## config.mk

```make
export PLATFORM = sky130hd
export DESIGN_NAME = alu_issue_unit
export DESIGN_NICKNAME = d
export VERILOG_FILES = /design/src/rtl/alu_pkg.sv /design/src/rtl/alu_issue_unit.sv
export SDC_FILE = /design/constraint.sdc
export NUM_CORES = 1
export LEC_CHECK = 0
export ABC_AREA = 1
export BUFFER_PORTS_ARGS = -buffer_cell sky130_fd_sc_hd__buf_2
export CAP_MARGIN = 25
export CORE_UTILIZATION = 29
export DETAILED_ROUTE_END_ITERATION = 10
export SYNTH_ARGS = -nofsm -noshare
export SYNTH_HDL_FRONTEND = slang
export SYNTH_SLANG_ARGS = --single-unit
```

## constraint.sdc

```tcl
create_clock -name clk -period 1.6 [get_ports clk]
set_input_delay 0.08 -clock clk [delete_from_list [all_inputs] [get_ports clk]]
set_output_delay 0.08 -clock clk [all_outputs]
set_load 0.005 [all_outputs]
```

## src/rtl/alu_pkg.sv

```systemverilog
// Shared definitions for the ALU issue front end: op codes, flag bit positions
// and the issue FSM state encoding.
package alu_pkg;

    localparam logic [3:0] OP_ADD = 4'b0000;
    localparam logic [3:0] OP_SUB = 4'b0001;
    localparam logic [3:0] OP_AND = 4'b0010;
    localparam logic [3:0] OP_OR  = 4'b0011;
    localparam logic [3:0] OP_MAC = 4'b0100;
    localparam logic [3:0] OP_CLR = 4'b1111;

    localparam int unsigned FLAG_CARRY = 0;
    localparam int unsigned FLAG_OVF   = 1;
    localparam int unsigned FLAG_ZERO  = 2;
    localparam int unsigned FLAG_NEG   = 3;

    typedef enum logic [1:0] {
        IDLE = 2'b00,
        EXEC = 2'b01,
        RESP = 2'b10
    } state_t;

endpackage

```

## src/rtl/alu_issue_unit.sv

```systemverilog
// Sequential issue/capture front end for the external combinational ALU, owning the MAC accumulator.
// Optional macro ALU_ISSUE_STICKY_OVF_EN adds a sticky overflow output cleared by CLR or reset.
module alu_issue_unit
    import alu_pkg::*;
#(
    parameter int unsigned WIDTH  = 32,
    parameter logic [3:0]  MAC_OP = OP_MAC,
    parameter logic [3:0]  CLR_OP = OP_CLR
) (
    input  logic             clk,
    input  logic             rst_n,
    input  logic             cmd_valid,
    output logic             cmd_ready,
    input  logic [3:0]       cmd_op,
    input  logic [WIDTH-1:0] cmd_a,
    input  logic [WIDTH-1:0] cmd_b,
    output logic [WIDTH-1:0] alu_a,
    output logic [WIDTH-1:0] alu_b,
    output logic [WIDTH-1:0] alu_acc,
    output logic [3:0]       alu_ctrl,
    input  logic [WIDTH-1:0] alu_result,
    input  logic             alu_carry,
    input  logic             alu_overflow,
    input  logic             alu_zero,
    input  logic             alu_negative,
    output logic             rsp_valid,
    input  logic             rsp_ready,
    output logic [WIDTH-1:0] rsp_result,
    output logic [3:0]       rsp_flags,
`ifdef ALU_ISSUE_STICKY_OVF_EN
    output logic             sticky_ovf,
`endif
    output logic [WIDTH-1:0] acc_value
);

    state_t             state_q, state_d;
    logic [3:0]         op_q, op_d;
    logic [WIDTH-1:0]   a_q, a_d;
    logic [WIDTH-1:0]   b_q, b_d;
    logic [WIDTH-1:0]   acc_q, acc_d;
    logic [WIDTH-1:0]   result_q, result_d;
    logic [3:0]         flags_q, flags_d;
    logic [3:0]         alu_flags;
    logic               cmd_accept;

    always_ff @(posedge clk or negedge rst_n) begin
        if (!rst_n) begin
            state_q  <= IDLE;
            op_q     <= '0;
            a_q      <= '0;
            b_q      <= '0;
            acc_q    <= '0;
            result_q <= '0;
            flags_q  <= '0;
        end else begin
            state_q  <= state_d;
            op_q     <= op_d;
            a_q      <= a_d;
            b_q      <= b_d;
            acc_q    <= acc_d;
            result_q <= result_d;
            flags_q  <= flags_d;
        end
    end

    always_comb begin
        state_d = state_q;
        case (state_q)
            IDLE:    if (cmd_accept) state_d = (cmd_op == CLR_OP) ? RESP : EXEC;
            EXEC:    state_d = RESP;
            RESP:    if (rsp_ready) state_d = IDLE;
            default: state_d = IDLE;
        endcase
    end

    // Ready is masked by rst_n so nothing is offered while reset is asserted.
    always_comb begin
        cmd_ready = (state_q == IDLE) && rst_n;
        rsp_valid = (state_q == RESP);
    end

    assign cmd_accept = cmd_valid && cmd_ready;

    always_comb begin
        alu_flags             = '0;
        alu_flags[FLAG_CARRY] = alu_carry;
        alu_flags[FLAG_OVF]   = alu_overflow;
        alu_flags[FLAG_ZERO]  = alu_zero;
        alu_flags[FLAG_NEG]   = alu_negative;
    end

    // CLR leaves the operand registers alone so the ALU inputs never see the local op.
    always_comb begin
        op_d     = op_q;
        a_d      = a_q;
        b_d      = b_q;
        acc_d    = acc_q;
        result_d = result_q;
        flags_d  = flags_q;
        case (state_q)
            IDLE: begin
                if (cmd_accept) begin
                    if (cmd_op == CLR_OP) begin
                        acc_d              = '0;
                        result_d           = '0;
                        flags_d            = '0;
                        flags_d[FLAG_ZERO] = 1'b1;
                    end else begin
                        op_d = cmd_op;
                        a_d  = cmd_a;
                        b_d  = cmd_b;
                    end
                end
            end
            EXEC: begin
                result_d = alu_result;
                flags_d  = alu_flags;
                if (op_q == MAC_OP) acc_d = alu_result;
            end
            default: ;
        endcase
    end

`ifdef ALU_ISSUE_STICKY_OVF_EN
    logic sticky_q;

    always_ff @(posedge clk or negedge rst_n) begin
        if (!rst_n) begin
            sticky_q <= 1'b0;
        end else if (state_q == IDLE && cmd_accept && cmd_op == CLR_OP) begin
            sticky_q <= 1'b0;
        end else if (state_q == EXEC && alu_overflow) begin
            sticky_q <= 1'b1;
        end
    end

    assign sticky_ovf = sticky_q;
`endif

    assign alu_a      = a_q;
    assign alu_b      = b_q;
    assign alu_ctrl   = op_q;
    assign alu_acc    = acc_q;
    assign rsp_result = result_q;
    assign rsp_flags  = flags_q;
    assign acc_value  = acc_q;

endmodule

```

# ---- After elaboration in Yosys (flattened, before gate mapping)
# Cells that the tools add are included.
dict set report word_totals {
  regBits 138
  word_cells 36
}
dict set report classes {
  n_eq_ne 8
  muxes 12
  bitwise_logic 1
  reduce_logical 8
}
# cell count
set ops {}
lappend ops {{$pmux 32 s2} 2}
lappend ops {{$mux 32} 3}
lappend ops {{$mux 4} 2}
lappend ops {{$pmux 4 s2} 1}
lappend ops {{$mux 2} 3}
lappend ops {{$pmux 2 s3} 1}
lappend ops {{$reduce_and 3->1} 2}
lappend ops {{$eq 4x3->1 const B} 1}
lappend ops {{$eq 4x4->1 const B} 1}
lappend ops {{$ne 2x1->1 const B} 2}
lappend ops {{$ne 2x2->1 const B} 2}
lappend ops {{$reduce_and 4->1} 1}
lappend ops {{$eq 2x1->1 const B} 1}
lappend ops {{$eq 2x2->1 const B} 1}
lappend ops {{$logic_and 1x1->1} 2}
lappend ops {{$logic_not 2->1} 1}
lappend ops {{$reduce_and 2->1} 1}
lappend ops {{$reduce_bool 2->1} 1}
lappend ops {{$not 1->1} 1}

# ---- Depth between registers and ports, before layout
dict set report logic_depth {
  ltp_word 5
  ltp_mapped 9
}

# ---- Least setup slack after synthesis
# No wires, ideal clock.
dict set report synth_path {
  path_kind {register to register}
  startpoint {register state_q[0]}
  endpoint {register a_q[29], in the netlist alu_a[29]}
  t_arrival_ns 1.158
  required_ns 1.477
  slack_ns 0.319
  path_stages_with_launch 7
  path_buffers 2
  period_less_slack_ns 1.281
  cell_sequence {dfrtp_1 -> nor2_4 -> nand3_4 -> buf_6 -> clkbuf_1 -> o21ai_0 -> nand2_1}
}
dict set report synth_via {
  elab_chain_len 4
}
# item line
set synth_lines {}
lappend synth_lines {{start: declaration} alu_issue_unit.sv:36} ;# state_t state_q, state_d;
lappend synth_lines {{start signal: assignment} alu_issue_unit.sv:56} ;# state_q <= state_d;
lappend synth_lines {{$logic_not 2->1 *} {alu_issue_unit.sv:78, alu_issue_unit.sv:100}}
lappend synth_lines {{$logic_and 1x1->1} alu_issue_unit.sv:78} ;# cmd_ready = (state_q == IDLE) && rst_n;
lappend synth_lines {{$logic_and 1x1->1} alu_issue_unit.sv:82} ;# assign cmd_accept = cmd_valid && cmd_ready;
lappend synth_lines {{$reduce_and 3->1 (no line) *} --}
lappend synth_lines {{end signal: assignment} alu_issue_unit.sv:50} ;# a_q <= '0;
lappend synth_lines {{end signal: assignment} alu_issue_unit.sv:58} ;# a_q <= a_d;
lappend synth_lines {{end: declaration} alu_issue_unit.sv:38} ;# logic [WIDTH-1:0] a_q, a_d;
# Mark *: on every way between the ends. The rest lies on a longest branch, timed or not.
# A chain may end at the register's enable or synchronous reset.

# ---- Final worst setup path
dict set report layout_path {
  startpoint {register state_q[1]}
  endpoint {register b_q[8], in the netlist alu_b[8]}
}
dict set report layout_via {
  elab_chain_len 4
}
# item line
set layout_lines {}
lappend layout_lines {{$logic_not 2->1 *} {alu_issue_unit.sv:78, alu_issue_unit.sv:100}}
lappend layout_lines {{$logic_and 1x1->1} alu_issue_unit.sv:78}
lappend layout_lines {{$logic_and 1x1->1} alu_issue_unit.sv:82}
lappend layout_lines {{$reduce_and 3->1 (no line) *} --}
lappend layout_lines {{end signal: assignment} alu_issue_unit.sv:51} ;# b_q <= '0;
lappend layout_lines {{end signal: assignment} alu_issue_unit.sv:59} ;# b_q <= b_d;
lappend layout_lines {{end: declaration} alu_issue_unit.sv:39} ;# logic [WIDTH-1:0] b_q, b_d;
# Marks and branches as above.

==> impl_metrics.ini <==
[synth]
yosysWarnings = 0
yosysMostFrequentCell = nand2_1
yosys.area.top_type = dfrtp_1
synthCells = 635
avgSynthCellArea_um2 = 9.08
syn_area_um2 = 5770
yosys_register_bits = 138
synth-edff-count = 0
synthFlopType = dfrtp_1
synthTopCellsByArea = dfrtp_1, nand2_1, o21ai_0, buf_4, nand3_1
yosys-top-cells-count = nand2_1, dfrtp_1, o21ai_0, buf_4, nand3_1
synth_nets = 743
synth_top_cell_area_share_pct = 59.9
synth-seq-area-share_pct = 59.9
async_reset_ff_share_pct = 100
yosysUniqueCellTypes = 21

[sta]
final.min_clock_period_ns = 1.50
clock.fmax_ghz = 0.668
fin_setup_tns_ns = 0
timing_hold_violations_final = 138
final-setup-viol-count = 0
min_period_over_period_pct = 93.6
skew_ns = 0.0107
relSlewSlack_pct = 43.6
fin_ws_ns = 0.103
worst_pin_slew_ns = 0.847
rsz0062_at_grt = true
report.final.slew_viol_count = 0
holdWs_ns = -0.271

[clock_network]
root_buffer = clkbuf_16
cts_sinks = 138
cts.hold.buffers_added = 105
clk_latency_ns = 0.41
cts-htree-levels = 4
path_clk_slew_ns = 0.06
cts_tree = done
cts_buffer_depth = 2
numCtsBuffers = 17

[critical_path]
ff2ff_setup_slack_ns = 0.10
path_max_fanout = 23
cp.arrival_ns = 1.84
r2r-end = alu_b[8]
crit_type = reg2reg
ff2ff_path_depth = 8
reg2reg_from = state_q[1]
critPathLaunchType = flop
crit_required_ns = 1.94
end_kind = flop

[power_and_ir_drop]
power_switching_mw = 4.42
ir_worst_vdd_mv = 0.653
switching_share_pct = 31.7
power.density_nw_per_um2 = 1540
p_total_mw = 14.0
intPower_mw = 9.54
leakagePower_nw = 4.85
p_clk_share_pct = 30.1
p_seq_share_pct = 40.5
comb_power_share_pct = 29.3

[die]
fp-row-count = 51
dieArea_um2 = 20500
pin_count = 278
die_w_um = 143
core_area_um2 = 19500
initial_core_util_pct = 29.6
die_h_um = 143

[route]
dr.pass1.iters = 4
avgRoutedWirePerCell_um = 13.8
route.detailed.drc = 0
ant_nets = 0
wirelength_mm = 17.5
drt_iter0_drc = 144
via_count = 5537
via_per_inst = 4.36

[status]
failed_checks = hold timing
status = finished with violations

[global_route]
gr-total-overflow = 0
grt_pass1_vias = 5395
grt_max_degree = 140
track_usage_pct = 17.7
antenna_found_initial = 0
grt_pass1_wl_mm = 27.7

[place]
placed_cell_area_um2 = 7220
port_buffers = 277
place_congestion = 0.763
dp_slack_ns = -0.232
dp_hpwl_mm = 10.5

[finish]
final_util_pct = 46.5
nNetsFinal = 1099
fillers = 1847
drive_gt1_share_pct = 35.4
area_delta_synth_final_pct = 57.1
diodes = 0
final_area_um2 = 9060

[hold_path]
worstHoldPathType = in2async

[run]
cap_violations = 0
## worst max-delay path by stage
stage / startpoint / endpoint / slack [ns] / cells past startpoint
global placement: state_q[1] / acc_value[15] / -0.21 / 8
global route: state_q[1] / alu_b[12] / -0.003 / 8
CTS: state_q[1] / acc_value[31] / 0.004 / 8
floorplan: state_q[0] / alu_a[29] / 0.32 / 6
detailed placement: state_q[0] / acc_value[12] / -0.23 / 8
finish: state_q[1] / alu_b[8] / 0.10 / 8
## critical path: stages (launching register included)
cell,delay [ns]
dfrtp_1,0.41
nor2_4,0.16
nand3_4,0.13
buf_4,0.17
nor2_4,0.11
buf_12,0.14
buf_12,0.16
nand2_1,0.06
nand2_1,0.07
## sequential cells by signal (all words and copies together), names as in the netlist
register    flops
acc_value      32
alu_a          32
alu_b          32
alu_ctrl        4
rsp_flags       4
rsp_result     32
state_q         2
## cells in the final DEF (no fill, tap or decap), types with 3 or more instances in the layout
master         netlist  final
clkinvlp_4           0      3
buf_2               11    276
buf_4               36     11
bufinv_16            0      4
nor2_4               2      4
buf_12               0      8
nor2_1               9      9
o21ai_0             62     62
nand3_1             33     33
dfrtp_1            138    138
inv_6                0      3
nand2_1            292    292
nand2_2             13     13
o21ai_1              4      4
nand2_4              3      3
clkbuf_16            0     17
dlygate4sd3_1        0    105
## final cells by class
type,instances,area [um^2],area share (%)
timing repair buffer,405,2790,30.8
sequential,138,3450,38.1
clock buffer,19,433,4.78
clock inverter,13,191,2.11
multi-input combinational,425,1840,20.4
tap,265,332,3.66
inverter,4,15.0,0.166
## metrics by stage
step                      hold WS, ns  instances
after CTS                      -0.141       1266
after global placement          0.261       1122
final                          -0.271       1269
after detailed placement        0.275       1122
after global routing           -0.159       1269
after floorplan                -0.216        635
## what timing repair did
| item | CTS | global route |
|---|---|---|
| hold endpoints to repair | 275 | 138 |
| endpoints found under the setup margin | 114 | 77 |
| gates resized for setup | 4 | 2 |
| cloned | 3 | 0 |
| buffers inserted | 4 | 3 |
| pin swaps | 2 | 1 |
## power groups by stage
stage	Clock [mW]	Sequential, mW	Combinational, mW
6_report	4.21	5.66	4.09
3_3_place_gp	0	5.69	3.80
4_1_cts	4.35	5.68	4.14
3_5_place_dp	0	5.70	3.87
5_1_grt	4.51	5.84	4.74
2_1_floorplan	0	5.74	1.98
## cell families after synthesis
logic type	Yosys count	synth area share (%)
flip-flops	138	59.9
AO/OA/AOI/OAI	68	6.01
buffers and inverters	73	8.42
AND/OR/NAND/NOR	356	25.7
## metal layers
layer / track usage (%) / wire length, um
met1: 21.7 / 7670
met5: 0 / 0
met3: 4.16 / 1080
met4: 5.94 / 302
met2: 30.3 / 8440
(Power assumes the default switching activity.)
